### src/rtl/div_if.sv
// Handshake and result bundle for the iterative signed divider.
interface div_if;
    logic        divOP;
    logic [31:0] A;
    logic [31:0] B;
    logic [31:0] resultHigh;
    logic [31:0] resultLow;
    logic        busy;
    logic        done;
    logic        div_zero;

    modport master (
        output divOP, A, B,
        input  resultHigh, resultLow, busy, done, div_zero
    );

    modport slave (
        input  divOP, A, B,
        output resultHigh, resultLow, busy, done, div_zero
    );
endinterface

### src/rtl/div_unit.sv
// 32-bit signed restoring divider, one quotient bit per cycle (MIPS DIV semantics).
// Optional macro DIV_ZERO_DETECT_EN: short-circuits B=0 and raises div_zero.
module div_unit (
    input  logic clk,
    input  logic reset,
    div_if.slave bus
);
    typedef enum logic [1:0] {IDLE, RUN, FINISH} state_t;

    state_t      state_q, state_d;
    logic [4:0]  cnt_q, cnt_d;
    logic [31:0] rem_q, rem_d;
    logic [31:0] quo_q, quo_d;
    logic [31:0] dvs_q, dvs_d;
    logic        sign_a_q, sign_a_d;
    logic        sign_b_q, sign_b_d;
    logic [31:0] res_hi_q, res_hi_d;
    logic [31:0] res_lo_q, res_lo_d;
    logic        done_q, done_d;
`ifdef DIV_ZERO_DETECT_EN
    logic        zero_q, zero_d;
    logic        dz_q, dz_d;
`endif

    logic [32:0] shifted;
    logic [31:0] trial;
    logic        ge;

    // Magnitude wraps for 0x80000000, which is exactly right when read as unsigned.
    function automatic logic [31:0] mag(input logic [31:0] x);
        return x[31] ? (~x + 32'd1) : x;
    endfunction

    function automatic logic [31:0] apply_sign(input logic [31:0] x, input logic neg);
        return neg ? (~x + 32'd1) : x;
    endfunction

    always_comb begin
        state_d  = state_q;
        cnt_d    = cnt_q;
        rem_d    = rem_q;
        quo_d    = quo_q;
        dvs_d    = dvs_q;
        sign_a_d = sign_a_q;
        sign_b_d = sign_b_q;
        res_hi_d = res_hi_q;
        res_lo_d = res_lo_q;
        done_d   = 1'b0;
`ifdef DIV_ZERO_DETECT_EN
        zero_d   = zero_q;
        dz_d     = dz_q;
`endif

        // {rem, dividend} shifted left; the partial remainder never exceeds 32 bits
        // after subtraction because it was below the divisor before the shift.
        shifted = {rem_q, quo_q[31]};
        ge      = (shifted >= {1'b0, dvs_q});
        trial   = shifted[31:0] - dvs_q;

        case (state_q)
            IDLE: begin
                if (bus.divOP) begin
                    sign_a_d = bus.A[31];
                    sign_b_d = bus.B[31];
                    quo_d    = mag(bus.A);
                    dvs_d    = mag(bus.B);
                    rem_d    = 32'd0;
                    cnt_d    = 5'd0;
                    state_d  = RUN;
`ifdef DIV_ZERO_DETECT_EN
                    dz_d     = 1'b0;
                    zero_d   = (bus.B == 32'd0);
                    if (bus.B == 32'd0) state_d = FINISH;
`endif
                end
            end
            RUN: begin
                rem_d = ge ? trial : shifted[31:0];
                quo_d = {quo_q[30:0], ge};
                cnt_d = cnt_q + 5'd1;
                if (cnt_q == 5'd31) state_d = FINISH;
            end
            FINISH: begin
                done_d  = 1'b1;
                state_d = IDLE;
`ifdef DIV_ZERO_DETECT_EN
                if (zero_q) begin
                    dz_d = 1'b1;
                end else begin
                    res_lo_d = apply_sign(quo_q, sign_a_q ^ sign_b_q);
                    res_hi_d = apply_sign(rem_q, sign_a_q);
                end
`else
                res_lo_d = apply_sign(quo_q, sign_a_q ^ sign_b_q);
                res_hi_d = apply_sign(rem_q, sign_a_q);
`endif
            end
            default: state_d = IDLE;
        endcase
    end

    always_ff @(posedge clk) begin
        if (reset) begin
            state_q  <= IDLE;
            cnt_q    <= 5'd0;
            rem_q    <= 32'd0;
            quo_q    <= 32'd0;
            dvs_q    <= 32'd0;
            sign_a_q <= 1'b0;
            sign_b_q <= 1'b0;
            res_hi_q <= 32'd0;
            res_lo_q <= 32'd0;
            done_q   <= 1'b0;
`ifdef DIV_ZERO_DETECT_EN
            zero_q   <= 1'b0;
            dz_q     <= 1'b0;
`endif
        end else begin
            state_q  <= state_d;
            cnt_q    <= cnt_d;
            rem_q    <= rem_d;
            quo_q    <= quo_d;
            dvs_q    <= dvs_d;
            sign_a_q <= sign_a_d;
            sign_b_q <= sign_b_d;
            res_hi_q <= res_hi_d;
            res_lo_q <= res_lo_d;
            done_q   <= done_d;
`ifdef DIV_ZERO_DETECT_EN
            zero_q   <= zero_d;
            dz_q     <= dz_d;
`endif
        end
    end

    assign bus.resultHigh = res_hi_q;
    assign bus.resultLow  = res_lo_q;
    assign bus.done       = done_q;
    assign bus.busy       = (state_q != IDLE);
`ifdef DIV_ZERO_DETECT_EN
    assign bus.div_zero   = dz_q;
`else
    assign bus.div_zero   = 1'b0;
`endif
endmodule

### src/flat_wrapper.sv
// flat-port wrapper written by rule: the top's interface ports become plain ports
module div_unit_flat 
  (clk, reset, bus_divOP, bus_A, bus_B, bus_resultHigh, bus_resultLow, bus_busy, bus_done, bus_div_zero);
  div_if bus_i ();
  input  logic clk;
  input  logic reset;
  input wire logic [$bits(bus_i.divOP)-1:0] bus_divOP;
  input wire logic [$bits(bus_i.A)-1:0] bus_A;
  input wire logic [$bits(bus_i.B)-1:0] bus_B;
  output wire logic [$bits(bus_i.resultHigh)-1:0] bus_resultHigh;
  output wire logic [$bits(bus_i.resultLow)-1:0] bus_resultLow;
  output wire logic [$bits(bus_i.busy)-1:0] bus_busy;
  output wire logic [$bits(bus_i.done)-1:0] bus_done;
  output wire logic [$bits(bus_i.div_zero)-1:0] bus_div_zero;
  assign bus_i.divOP = bus_divOP;
  assign bus_i.A = bus_A;
  assign bus_i.B = bus_B;
  assign bus_resultHigh = bus_i.resultHigh;
  assign bus_resultLow = bus_i.resultLow;
  assign bus_busy = bus_i.busy;
  assign bus_done = bus_i.done;
  assign bus_div_zero = bus_i.div_zero;
  div_unit u_core (.clk(clk), .reset(reset), .bus(bus_i));
endmodule
### config.mk
export PLATFORM = sky130hd
export DESIGN_NAME = div_unit_flat
export DESIGN_NICKNAME = d
export VERILOG_FILES = /design/src/rtl/div_if.sv /design/src/rtl/div_unit.sv /design/src/flat_wrapper.sv
export SDC_FILE = /design/constraint.sdc
export NUM_CORES = 1
export LEC_CHECK = 0
export ABC_AREA = 1
export BUFFER_PORTS_ARGS = -buffer_cell sky130_fd_sc_hd__buf_2
export CAP_MARGIN = 20
export CORE_ASPECT_RATIO = 0.75
export CORE_MARGIN = 1
export CORE_UTILIZATION = 46
export DETAILED_ROUTE_END_ITERATION = 7
export GPL_TIMING_DRIVEN = 0
export SKIP_LAST_GASP = 1
export SYNTH_ARGS = -nofsm -noshare
export SYNTH_HDL_FRONTEND = slang
export SYNTH_SLANG_ARGS = --single-unit
export TNS_END_PERCENT = 1
### constraint.sdc
create_clock -name clk -period 3.6 [get_ports clk]
set_clock_uncertainty 0.1 [all_clocks]
set_input_delay 0.72 -clock clk [delete_from_list [all_inputs] [get_ports clk]]
set_output_delay 0.72 -clock clk [all_outputs]
set_load 0.02 [all_outputs]
==> flow_metrics.py <==
metrics = {
    "die": {
        "core_um2": 26290,
        "die_x_um": 192.0,
        "die_area_um2": 27740,
        "io_pins": 134,
        "initial_utilization": 0.4736,
        "rows": 51,
        "fp.dieH_um": 144.5,
    },
    "layout": {
        "syn_to_final_growth_pct": 13.16,
        "design_area_um2": 14090,
        "nFillCells": 2809,
        "drive_gt1_frac": 0.1041,
        "fin_nets": 2321,
        "mostFrequentLayoutCell": "nand2_1",
        "instances_no_fill": 2572,
        "final_cell_mix": "534 x nand2_1, 319 x inv_1, 210 x nor2_1, 170 x dfxtp_1, 169 x nand3_1",
        "fin_util": 0.5359,
        "diodes": 0,
    },
    "logic_synthesis": {
        "yosysSeqAreaShare": 0.2733,
        "yosys_warnings": 0,
        "synth_cell_types": 49,
        "synth_area_per_cell_um2": 6.026,
        "synth_nets": 2172,
        "synth_seq_cells": 170,
        "synth.cell_area_um2": 12450,
        "synth_cells": 2066,
    },
    "setup_path": {
        "worst_setup_path_end_kind": "flip-flop",
        "rrSetupSlack_ns": 0.88,
        "reg2reg_depth": 15,
        "critPathLaunchType": "flip-flop",
        "rr_startpoint": "u_core.quo_q[31]",
        "cp.arrival_ns": 3.00,
        "path_max_fanout": 5,
        "r2r_end": "u_core.rem_q[28]",
        "critical_path_required_ns": 3.87,
        "critPathKind": "reg -> reg",
    },
    "grt": {
        "grt_max_degree": 18,
        "grt_overflow": 0,
        "grt_pass1_vias": 12090,
        "track_usage": 0.3354,
        "grt_pass1_wl_um": 69680,
        "antenna_found_initial": 1,
    },
    "placed_design": {
        "dp_hpwl_um": 37410,
        "placed_cells": 2540,
        "dpl_cell_area_um2": 13530,
        "io_buffer_count": 130,
        "routabilityCongestion": 0.9750,
    },
    "clocking": {
        "worstSkewPairLatency_ns": 0.44,
        "htreeDepth": 4,
        "holdBufCountCts": 0,
        "post_cts_buffers": 0,
        "cts_root_buf": "clkbuf_16",
        "clk_path_buf_depth": 2,
        "cts_resized": 0,
        "cts_buffers": 17,
        "cts_tree": "done",
        "clk_pin_slew_ns": 0.07,
        "cts.sinks": 170,
    },
    "power_and_ir_drop": {
        "ir_drop_uv": 485.4,
        "fin_total_pwr_mw": 10.40,
        "power_density_nw_per_um2": 737.8,
        "power.leakage_nw": 7.201,
    },
    "routing": {
        "routed_wl_um": 45780,
        "vias_per_cell": 5.384,
        "firstDrtPassIters": 5,
        "wl_per_cell_um": 17.80,
        "ant_nets": 0,
        "dr_total_vias": 13850,
        "drc_errors": 0,
        "first_iter_violations": 1365,
    },
    "timing": {
        "max_freq_mhz": 367.2,
        "maxSlewHeadroom": 0.4095,
        "min_period_ns": 2.723,
        "setup_viol": 0,
        "final.period_utilization": 0.7564,
        "grt_setup_unrepaired": "no",
        "slew_viol_final": 0,
        "hold_violations": 0,
        "tightest_slew_ns": 0.8857,
        "fin_tns_setup_ns": 0,
    },
    "min_path": {
        "min_to": "u_core.cnt_q[3]",
        "hold_path.class": "reg -> reg",
        "hold_path_depth": 2,
        "min_from": "u_core.cnt_q[3]",
    },
    "outcome": {
        "run_status": "finished, final reports clean",
    },
    "job": {
        "cap_violations": 0,
    },
}
## worst max-delay path, cell delays in order (launching register included)
cell and delay [ns]:
dfxtp_1 0.30, inv_1 0.24, ha_1 0.29, inv_1 0.13
fa_1 0.47, nand3_1 0.12, nand3_1 0.16, nand3_1 0.11
nand2_1 0.16, nand2_1 0.14, nand2_1 0.07, nand2_1 0.06
nand2_1 0.06, nand2_1 0.07, nand3_1 0.07, a21oi_1 0.12
## worst max-delay path by stage
stage	startpoint	endpoint	slack, ns	cells after the start
6_report	u_core.quo_q[31]	u_core.rem_q[28]	0.88	15
5_1_grt	u_core.quo_q[31]	u_core.rem_q[28]	0.71	15
4_1_cts	u_core.quo_q[31]	u_core.rem_q[28]	0.94	15
3_5_place_dp	bus_B[0]	u_core.dvs_q[28]	0.88	14
3_3_place_gp	bus_B[0]	u_core.dvs_q[28]	0.88	14
2_1_floorplan	bus_B[0]	u_core.dvs_q[28]	1.41	13
## report_power, final
group	internal, mW	leakage (nW)	switching, mW
Combinational	2.10	5.54	4.18
Sequential	2.05	1.38	0.263
Clock	0.912	0.279	0.892
## flip-flops by register name, indices dropped and copies added, names as in the netlist
| name | count |
|---|---|
| u_core.bus.done | 1 |
| u_core.rem_q | 32 |
| u_core.sign_b_q | 1 |
| u_core.bus.resultLow | 32 |
| u_core.cnt_q | 5 |
| u_core.quo_q | 32 |
| u_core.bus.resultHigh | 32 |
| u_core.sign_a_q | 1 |
| u_core.dvs_q | 32 |
| u_core.state_q | 2 |
## cell usage after synthesis, drive strengths merged
cell type | number | area [um^2]
nand2 | 543 | 2066
inv | 327 | 1227
nor2 | 219 | 849.6
nand3 | 174 | 903.4
dfxtp | 170 | 3403
a21oi | 159 | 810.8
o21ai | 130 | 661.9
clkbuf | 55 | 206.5
xor2 | 44 | 385.4
ha | 38 | 475.5
nor3 | 37 | 222.7
buf | 27 | 188.9
xnor2 | 20 | 175.2
a31oi | 19 | 118.9
a22oi | 17 | 127.6
nand4 | 17 | 106.4
o211ai | 12 | 90.09
o221ai | 12 | 105.1
and2 | 9 | 56.30
nand3b | 9 | 67.56
nor4 | 5 | 31.28
o31ai | 5 | 37.54
or2 | 4 | 25.02
o21bai | 3 | 22.52
clkinv | 2 | 7.510
a211oi | 1 | 7.510
a21o | 1 | 7.510
a221oi | 1 | 8.760
a32oi | 1 | 8.760
a41oi | 1 | 8.760
conb | 1 | 3.750
fa | 1 | 20.02
o21a | 1 | 7.510
o22ai | 1 | 6.260
## layout make-up
cell class	instances	area [um^2]	area share
multi-input cells	1485	7417	0.5264
clock inverters	15	132.6	0.009413
well taps	344	430.4	0.03055
flip-flops and latches	170	3403	0.2415
clock buffers	17	425.4	0.03019
plain buffers	82	395.4	0.02806
inverters	329	1235	0.08765
repair buffers	130	650.6	0.04618
## metal layers
| layer | GRT usage | part of all wire | vias to the layer above |
|---|---|---|---|
| met5 | 0 | 0 | - |
| met4 | 0.05926 | 0.0099 | 0 |
| met3 | 0.07838 | 0.11 | 32 |
| met2 | 0.4541 | 0.38 | 558 |
| met1 | 0.5264 | 0.50 | 6344 |
| li1 | - | - | 6914 |
## metrics by stage
| step | hold WS, ns | worst slack, ns |
|---|---|---|
| floorplan | 0.3435 | 1.410 |
| global placement | 0.3575 | 0.8814 |
| detailed placement | 0.3687 | 0.8839 |
| CTS | 0.3777 | 0.9431 |
| global route | 0.3991 | 0.7099 |
| finish | 0.3804 | 0.8768 |
## kinds of logic after synthesis
kind of cell | Yosys count | synth area share
flops | 170 | 0.2733
other cells | 1 | 0.0003012
xor+xnor | 64 | 0.04502
simple gates | 1017 | 0.3476
buf+inv | 411 | 0.1309
fa+ha+maj | 39 | 0.03980
compound gates | 364 | 0.1630
Note: power is estimated with default switching activity, not from simulation.
